## config.mk

```make
export PLATFORM = sky130hd
export DESIGN_NAME = writeback_stage_flat
export DESIGN_NICKNAME = d
export VERILOG_FILES = /design/src/rtl/writeback_stage_if.sv /design/src/rtl/writeback_stage.sv /design/src/flat_wrapper.sv
export SDC_FILE = /design/constraint.sdc
export NUM_CORES = 1
export LEC_CHECK = 0
export CAP_MARGIN = 20
export CORE_ASPECT_RATIO = 1.75
export CORE_MARGIN = 5
export CORE_UTILIZATION = 30
export DETAILED_ROUTE_END_ITERATION = 10
export PLACE_DENSITY = 0.59
export SYNTH_ARGS = -nofsm -noshare
export SYNTH_HDL_FRONTEND = slang
export SYNTH_SLANG_ARGS = --single-unit
```

## constraint.sdc

```tcl
create_clock -name clk -period 5.2 [get_ports clk]
set_input_delay 0.52 -clock clk [delete_from_list [all_inputs] [get_ports clk]]
set_output_delay 0.52 -clock clk [all_outputs]
set_load 0.005 [all_outputs]
```

## src/rtl/writeback_stage_if.sv

```systemverilog
// Retire handshake between the memory stage and the writeback stage.
//   m_valid      : memory stage presents a retiring instruction
//   m_ready      : writeback stage can accept an instruction this cycle
//   m_reg_write  : instruction writes a register
//   m_mem_to_reg : result comes from data memory (load)
//   m_write_reg  : destination register
//   m_alu_result : ALU result (non-load write data)
// master = memory stage side, slave = writeback stage side.
interface writeback_stage_if #(
  parameter int DATA_W = 32,
  parameter int REG_AW = 5
);
  logic              m_valid;
  logic              m_ready;
  logic              m_reg_write;
  logic              m_mem_to_reg;
  logic [REG_AW-1:0] m_write_reg;
  logic [DATA_W-1:0] m_alu_result;

  modport master (
    output m_valid, m_reg_write, m_mem_to_reg, m_write_reg, m_alu_result,
    input  m_ready
  );

  modport slave (
    input  m_valid, m_reg_write, m_mem_to_reg, m_write_reg, m_alu_result,
    output m_ready
  );
endinterface

```

## src/rtl/writeback_stage.sv

```systemverilog
// Final pipeline stage. Accepts retiring instructions over the m_* handshake,
// waits for data-memory read data on loads, and drives the register-file
// write port. Also exports forwarding/hazard info and a retired counter.
// Ports:
//   clk, rst                : clock, asynchronous active-high reset
//   m (slave)               : retire handshake from the memory stage
//   dmem_rvalid, dmem_rdata : data-memory read response (one-cycle pulse)
//   write_enabled/reg/data  : register-file write port
//   fwd_valid/reg/data      : held committable result for forwarding
//   load_pending            : held load still waiting for memory data
//   retired_count           : committed instruction count (wraps)
//   resp_err                : sticky, read data arrived with no load outstanding
module writeback_stage #(
  parameter int DATA_W = 32,
  parameter int REG_AW = 5,
  parameter int CNT_W  = 32
) (
  input  logic              clk,
  input  logic              rst,
  writeback_stage_if.slave  m,
  input  logic              dmem_rvalid,
  input  logic [DATA_W-1:0] dmem_rdata,
  output logic              write_enabled,
  output logic [REG_AW-1:0] write_reg,
  output logic [DATA_W-1:0] write_data,
  output logic              fwd_valid,
  output logic [REG_AW-1:0] fwd_reg,
  output logic [DATA_W-1:0] fwd_data,
  output logic              load_pending,
  output logic [CNT_W-1:0]  retired_count,
  output logic              resp_err
);

  typedef enum logic [1:0] {
    S_IDLE      = 2'd0,
    S_LOAD_WAIT = 2'd1,
    S_COMMIT    = 2'd2
  } state_t;

  state_t            state;
  logic              h_reg_write;
  logic [REG_AW-1:0] h_write_reg;
  logic [DATA_W-1:0] h_data;
  logic              accept;
  logic              commit_wr;

  // Ready is gated by rst so it reads 0 while reset is held even though the
  // state register already sits in IDLE.
  assign m.m_ready = !rst && ((state == S_IDLE) || (state == S_COMMIT));
  assign accept    = m.m_valid && m.m_ready;

  always_ff @(posedge clk or posedge rst) begin
    if (rst) begin
      state         <= S_IDLE;
      h_reg_write   <= 1'b0;
      h_write_reg   <= '0;
      h_data        <= '0;
      retired_count <= '0;
      resp_err      <= 1'b0;
    end else begin
      case (state)
        S_LOAD_WAIT: begin
          if (dmem_rvalid) begin
            h_data <= dmem_rdata;
            state  <= S_COMMIT;
          end
        end
        default: begin
          // IDLE and COMMIT behave alike except that COMMIT retires the held
          // instruction; a new accept overwrites the held fields at this edge.
          if (state == S_COMMIT) retired_count <= retired_count + 1'b1;
          if (dmem_rvalid) resp_err <= 1'b1;
          if (accept) begin
            h_reg_write <= m.m_reg_write;
            h_write_reg <= m.m_write_reg;
            h_data      <= m.m_alu_result;
            state       <= m.m_mem_to_reg ? S_LOAD_WAIT : S_COMMIT;
          end else begin
            state <= S_IDLE;
          end
        end
      endcase
    end
  end

  assign commit_wr     = (state == S_COMMIT) && h_reg_write && (h_write_reg != '0);
  assign write_enabled = commit_wr;
  assign write_reg     = (state != S_IDLE) ? h_write_reg : '0;
  assign write_data    = (state != S_IDLE) ? h_data      : '0;
  assign fwd_valid     = commit_wr;
  assign fwd_reg       = write_reg;
  assign fwd_data      = write_data;
  assign load_pending  = (state == S_LOAD_WAIT) && h_reg_write;

endmodule

```

## src/flat_wrapper.sv

```systemverilog
// flat-port wrapper written by rule: the top's interface ports become plain ports
module writeback_stage_flat 
#(
  parameter int DATA_W = 32,
  parameter int REG_AW = 5,
  parameter int CNT_W  = 32
)
  (clk, rst, dmem_rvalid, dmem_rdata, write_enabled, write_reg, write_data, fwd_valid, fwd_reg, fwd_data, load_pending, retired_count, resp_err, m_m_valid, m_m_reg_write, m_m_mem_to_reg, m_m_write_reg, m_m_alu_result, m_m_ready);
  writeback_stage_if #(.DATA_W(DATA_W), .REG_AW(REG_AW)) m_i ();
  input  logic clk;
  input  logic rst;
  input  logic dmem_rvalid;
  input  logic [DATA_W-1:0] dmem_rdata;
  output logic write_enabled;
  output logic [REG_AW-1:0] write_reg;
  output logic [DATA_W-1:0] write_data;
  output logic fwd_valid;
  output logic [REG_AW-1:0] fwd_reg;
  output logic [DATA_W-1:0] fwd_data;
  output logic load_pending;
  output logic [CNT_W-1:0] retired_count;
  output logic resp_err;
  input wire logic [$bits(m_i.m_valid)-1:0] m_m_valid;
  input wire logic [$bits(m_i.m_reg_write)-1:0] m_m_reg_write;
  input wire logic [$bits(m_i.m_mem_to_reg)-1:0] m_m_mem_to_reg;
  input wire logic [$bits(m_i.m_write_reg)-1:0] m_m_write_reg;
  input wire logic [$bits(m_i.m_alu_result)-1:0] m_m_alu_result;
  output wire logic [$bits(m_i.m_ready)-1:0] m_m_ready;
  assign m_i.m_valid = m_m_valid;
  assign m_i.m_reg_write = m_m_reg_write;
  assign m_i.m_mem_to_reg = m_m_mem_to_reg;
  assign m_i.m_write_reg = m_m_write_reg;
  assign m_i.m_alu_result = m_m_alu_result;
  assign m_m_ready = m_i.m_ready;
  writeback_stage #(.DATA_W(DATA_W), .REG_AW(REG_AW), .CNT_W(CNT_W)) u_core (.clk(clk), .rst(rst), .m(m_i), .dmem_rvalid(dmem_rvalid), .dmem_rdata(dmem_rdata), .write_enabled(write_enabled), .write_reg(write_reg), .write_data(write_data), .fwd_valid(fwd_valid), .fwd_reg(fwd_reg), .fwd_data(fwd_data), .load_pending(load_pending), .retired_count(retired_count), .resp_err(resp_err));
endmodule
```

# ---- Yosys cells after proc, flatten, opt, wreduce, memory -nomap -nowiden
# Cells that the tools add are included.
dict set report classes {
  n_addsub 1
  eq_ne 3
  mux 9
  bitwise_logic 1
  n_reduce_logical 15
}
# op n
set ops {}
lappend ops {{32-bit two-way mux} 4}
lappend ops {{32-bit by 1-bit adder with 32-bit output, second input constant} 1}
lappend ops {{2-bit two-way mux} 4}
lappend ops {{2-bit AND reduction} 4}
lappend ops {{1-bit logical AND} 5}
lappend ops {{5-bit two-way mux} 1}
lappend ops {{5-bit nonzero test} 1}
lappend ops {{2-bit nonzero test} 2}
lappend ops {{2-bit by 1-bit equality test with 1-bit output, second input constant} 1}
lappend ops {{2-bit equality test, second input constant} 1}
lappend ops {{2-bit zero test} 1}
lappend ops {{2-bit != test, second input constant} 1}
lappend ops {{1-bit zero test} 1}
lappend ops {{1-bit logical OR} 1}
lappend ops {{1-bit inverter} 1}
dict set report word_totals {
  ff_bits 73
  input_bits 75
  out_inout_bits 111
  wordCells 35
}

# ---- Longest topological paths before layout
dict set report logic_depth {
  ltp_word 6
  depth_mapped 7
}

# ---- Worst setup path before layout
# Ideal clock, no wire load.
dict set report synth_path {
  path_kind {register to output}
  from {register u_core.state[0]}
  to {output port write_data[10]}
  arrival_time_ps 1413
  required_ps 4680
  setup_slack_ps 3267
  stages_incl_launch_ff 6
  cell_sequence {dfrtp_1 -> buf_4 -> nor2_1 -> clkbuf_1 -> nor2b_1 -> buf_4}
}
dict set report synth_via {
  elab_chain_cells 2
}
# element line
set synth_rtl {}
lappend synth_rtl {{start: declaration} writeback_stage.sv:40} ;# state_t state;
lappend synth_rtl {{start signal: assignment} writeback_stage.sv:77} ;# state <= m.m_mem_to_reg ? S_LOAD_WAIT : S_COMMIT;
lappend synth_rtl {{2-bit nonzero test} writeback_stage.sv:89} ;# assign write_data = (state != S_IDLE) ? h_data : '0;
lappend synth_rtl {{32-bit two-way mux} writeback_stage.sv:89}
lappend synth_rtl {{end: declaration} flat_wrapper.sv:16} ;# output logic [DATA_W-1:0] write_data;
# Every way passes these cells.

# ---- Worst setup path in the final report
dict set report layout_path {
  from {register u_core.state[0]}
  to {output port write_data[26]}
}
# Same word-level chain as after synthesis.

==> flow_summary_export.csv <==
group,metric,value,unit
finish,footprint_of_the_multi_input_gates,1680,um2
power_and_ir_drop,p_leak,0.002367,uW
place,place.detailed.hpwl,8.639,mm
timing,final.period_utilization,0.5443,
die,die_w,96.07,um
place,pre_cts_ws,2.640,ns
detailed_routing,post_drt_antenna_nets,0,
worst_setup_path,timing.critical_path.from_type,"flop",
finish,antenna_cell_count,0,
finish,fillerInstances,1282,
timing,worst_slack,2.370,ns
power_and_ir_drop,combPwrFrac,0.259,
detailed_routing,avgViaCountPerCell,4.532,
detailed_routing,first_pass_iters,4,
timing,setup_tns,0,ns
logic_synthesis,post_synthesis_cells,372,
run_status,outcome,"complete, no violations",
detailed_routing,drcViolationCount,0,
power_and_ir_drop,pwr-share-seq,0.408,
timing,timing.final.crit_period,2.830,ns
die,io-pin-count,186,
finish,final_instance_area,5887,um2
logic_synthesis,cell_area_synth,3889,um2
logic_synthesis,dominantRegCellSynth,"sky130_fd_sc_hd__dfrtp_1",
global_routing,grt_max_degree,44,
power_and_ir_drop,power_report.internal_total,1270,uW
cts,holdBufCountCts,0,
logic_synthesis,synth.yosys.seq_area_share,0.4698,
place,place_congestion,0.7166,
timing,worst_slew_pin_slew,0.9218,ns
global_routing,groute.usage.overall,0.1455,
power_and_ir_drop,clkPwrFrac,0.333,
timing,worst_hold_slack,0.4677,ns
finish,layout_commonest_cell,"sky130_fd_sc_hd__clkdlybuf4s50_1",
detailed_routing,detail_route.wl_per_cell,15.84,um
die,floorplan.die.height,160.6,um
worst_setup_path,critPathArrivalTime,2.31,ns
finish,finish.utilization,0.4599,
worst_setup_path,worst_path_max_fanout,37,
timing,clock_skew,0.005812,ns
logic_synthesis,ys_seq_elements,73,
place,dpl_cell_area,5604,um2
power_and_ir_drop,cellPowerDensity,297.7,nW/um2
die,floorplan.initialDensity,0.3038,
power_and_ir_drop,ir_drop,0.0001258,V
finish,final_layout_size_suffix_gt1_frac,0.07486,
global_routing,grt_pass1_wl,17.28,mm
timing,slew_headroom,0.3840,
die,design.core.area,12800,um2
finish,final_nets,592,
place,placement.io_buffers,185,
die,std_cell_rows,55,
flow_run,maxCapViolations,0,
logic_synthesis,yosys_warnings,0,
cts,post_cts_resized,0,
logic_synthesis,postSynthNetCount,448,
cts,ctsHtreeMaxLevel,3,
worst_setup_path,worst-setup-path-type,"flop to output pin",
logic_synthesis,synth-async-reset-ratio,1.000,
cts,path_clk_slew,0.06,ns
cts,clock_path_buffers,2,
detailed_routing,vias,3136,
finish,mostFrequentLayoutCells,"185 x sky130_fd_sc_hd__clkdlybuf4s50_1, 73 x sky130_fd_sc_hd__dfrtp_1, 44 x sky130_fd_sc_hd__nand2_1",
global_routing,number_of_global_route_vias_before_repair,3356,
cts,number_of_buffers_added_for_setup_after_cts,0,
timing,maxClockFrequency,353.3,MHz
global_routing,overall_overflow_remaining_after_global_route,0,
hold_path,hold_path.class,"flop to flop",
cts,numClockSinks,73,
detailed_routing,wirelength,10.96,mm
timing,timing_max_transition_violations_final,0,
worst_setup_path,worst_setup_path_end_kind,"output pin",
cts,clock_tree_from_tritoncts,"built",
worst_setup_path,r2r.worst_path.cells,5,
power_and_ir_drop,netSwitchingFraction,0.2752,
logic_synthesis,synth-edff-count,0,
detailed_routing,drtIter0Drc,45,
timing,final-setup-viol-count,0,
cts,insertion_delay_to_the_later_sink_of_the_worst_skew_pair,0.33,ns
global_routing,initial_antenna_violation_count,0,
logic_synthesis,yosysUniqueCellTypes,40,
finish,syn_to_final_growth,51.38,%
timing,hold_violations,0,
logic_synthesis,post_synth.cell_area_avg,10.45,um2
die,area_of_the_die,15430,um2
cts,numCtsBuffers,9,
worst_setup_path,worstPathRequired,4.68,ns
cts,cts_root_buffer,"sky130_fd_sc_hd__clkbuf_16",
finish,seqCellArea,1827,um2
timing,rsz0062_at_grt,"no",
hold_path,hold-path-cell-count,2,
power_and_ir_drop,switching_power,482.5,uW
cell type report:
type                    instances  share of cell area
repair buffers                188              0.3184
flip-flops and latches         73              0.3103
multi-input cells             242              0.2854
clock buffers                  10             0.04060
well taps                     171             0.03634
clock inverters                 6            0.007439
inverters                       2            0.001488
cells in the mapped netlist (7+ instances only):
| cell | number | area, um2 |
|---|---|---|
| sky130_fd_sc_hd__buf_2 | 9 | 45.04 |
| sky130_fd_sc_hd__buf_4 | 41 | 307.8 |
| sky130_fd_sc_hd__dfrtp_1 | 73 | 1827 |
| sky130_fd_sc_hd__mux2_2 | 7 | 78.83 |
| sky130_fd_sc_hd__mux2i_1 | 32 | 320.3 |
| sky130_fd_sc_hd__nand2_1 | 44 | 165.2 |
| sky130_fd_sc_hd__nand4_1 | 14 | 87.58 |
| sky130_fd_sc_hd__nor2_1 | 7 | 26.28 |
| sky130_fd_sc_hd__nor2b_1 | 38 | 237.7 |
| sky130_fd_sc_hd__o21ai_0 | 26 | 130.1 |
| sky130_fd_sc_hd__o21ai_1 | 7 | 35.03 |
| sky130_fd_sc_hd__xnor2_1 | 25 | 219.0 |
power by group through the flow:
stage,sequential [uW],clock [uW],combinational (uW)
2_1_floorplan,706,0,240
3_3_place_gp,724,0,457
3_5_place_dp,727,0,466
4_1_cts,717,601,468
5_1_grt,728,624,502
6_report,715,583,455
worst max-delay path, stage by stage, from the launching register on:
cell,delay [ns]
sky130_fd_sc_hd__dfrtp_1,0.49
sky130_fd_sc_hd__nor2_4,0.77
sky130_fd_sc_hd__nor2b_1,0.19
sky130_fd_sc_hd__clkdlybuf4s50_1,0.51
layer usage:
layer | routed length [um] | up-vias | part of all wire | global-route usage
li1 | - | 1507 | - | -
met1 | 3803 | 1495 | 0.35 | 0.1514
met2 | 6184 | 118 | 0.56 | 0.2696
met3 | 716 | 16 | 0.065 | 0.02858
met4 | 259 | 0 | 0.024 | 0.06606
met5 | 0 | - | 0 | 0
per-stage QoR:
stage | instances | total power (uW)
4_1_cts | 692 | 1786
2_1_floorplan | 372 | 946.1
3_5_place_dp | 676 | 1193
5_1_grt | 692 | 1855
6_report | 692 | 1753
3_3_place_gp | 676 | 1181
kinds of logic after synthesis:
logic type / synth area share
multiplexers: 0.1026
buffers and inverters: 0.1004
flip-flops: 0.4698
AND/OR/NAND/NOR: 0.2008
AO/OA/AOI/OAI: 0.05341
XOR/XNOR: 0.06982
adder cells (fa/ha/maj): 0.003217
path summary, 6_finish.rpt:
path                             startpoint                 endpoint  slack, ns
setup / recovery            u_core.state[0]           write_data[26]       2.37
hold / removal             u_core.h_data[0]         u_core.h_data[0]       0.47
setup reg to reg            u_core.state[0]        u_core.h_data[26]       2.78
hold reg to reg            u_core.h_data[0]         u_core.h_data[0]       0.47
max in group asynchronous               rst        u_core.h_data[14]       3.57
min in group asynchronous               rst  u_core.retired_count[2]       0.69
No activity file was read; power rests on OpenSTA's default activity.
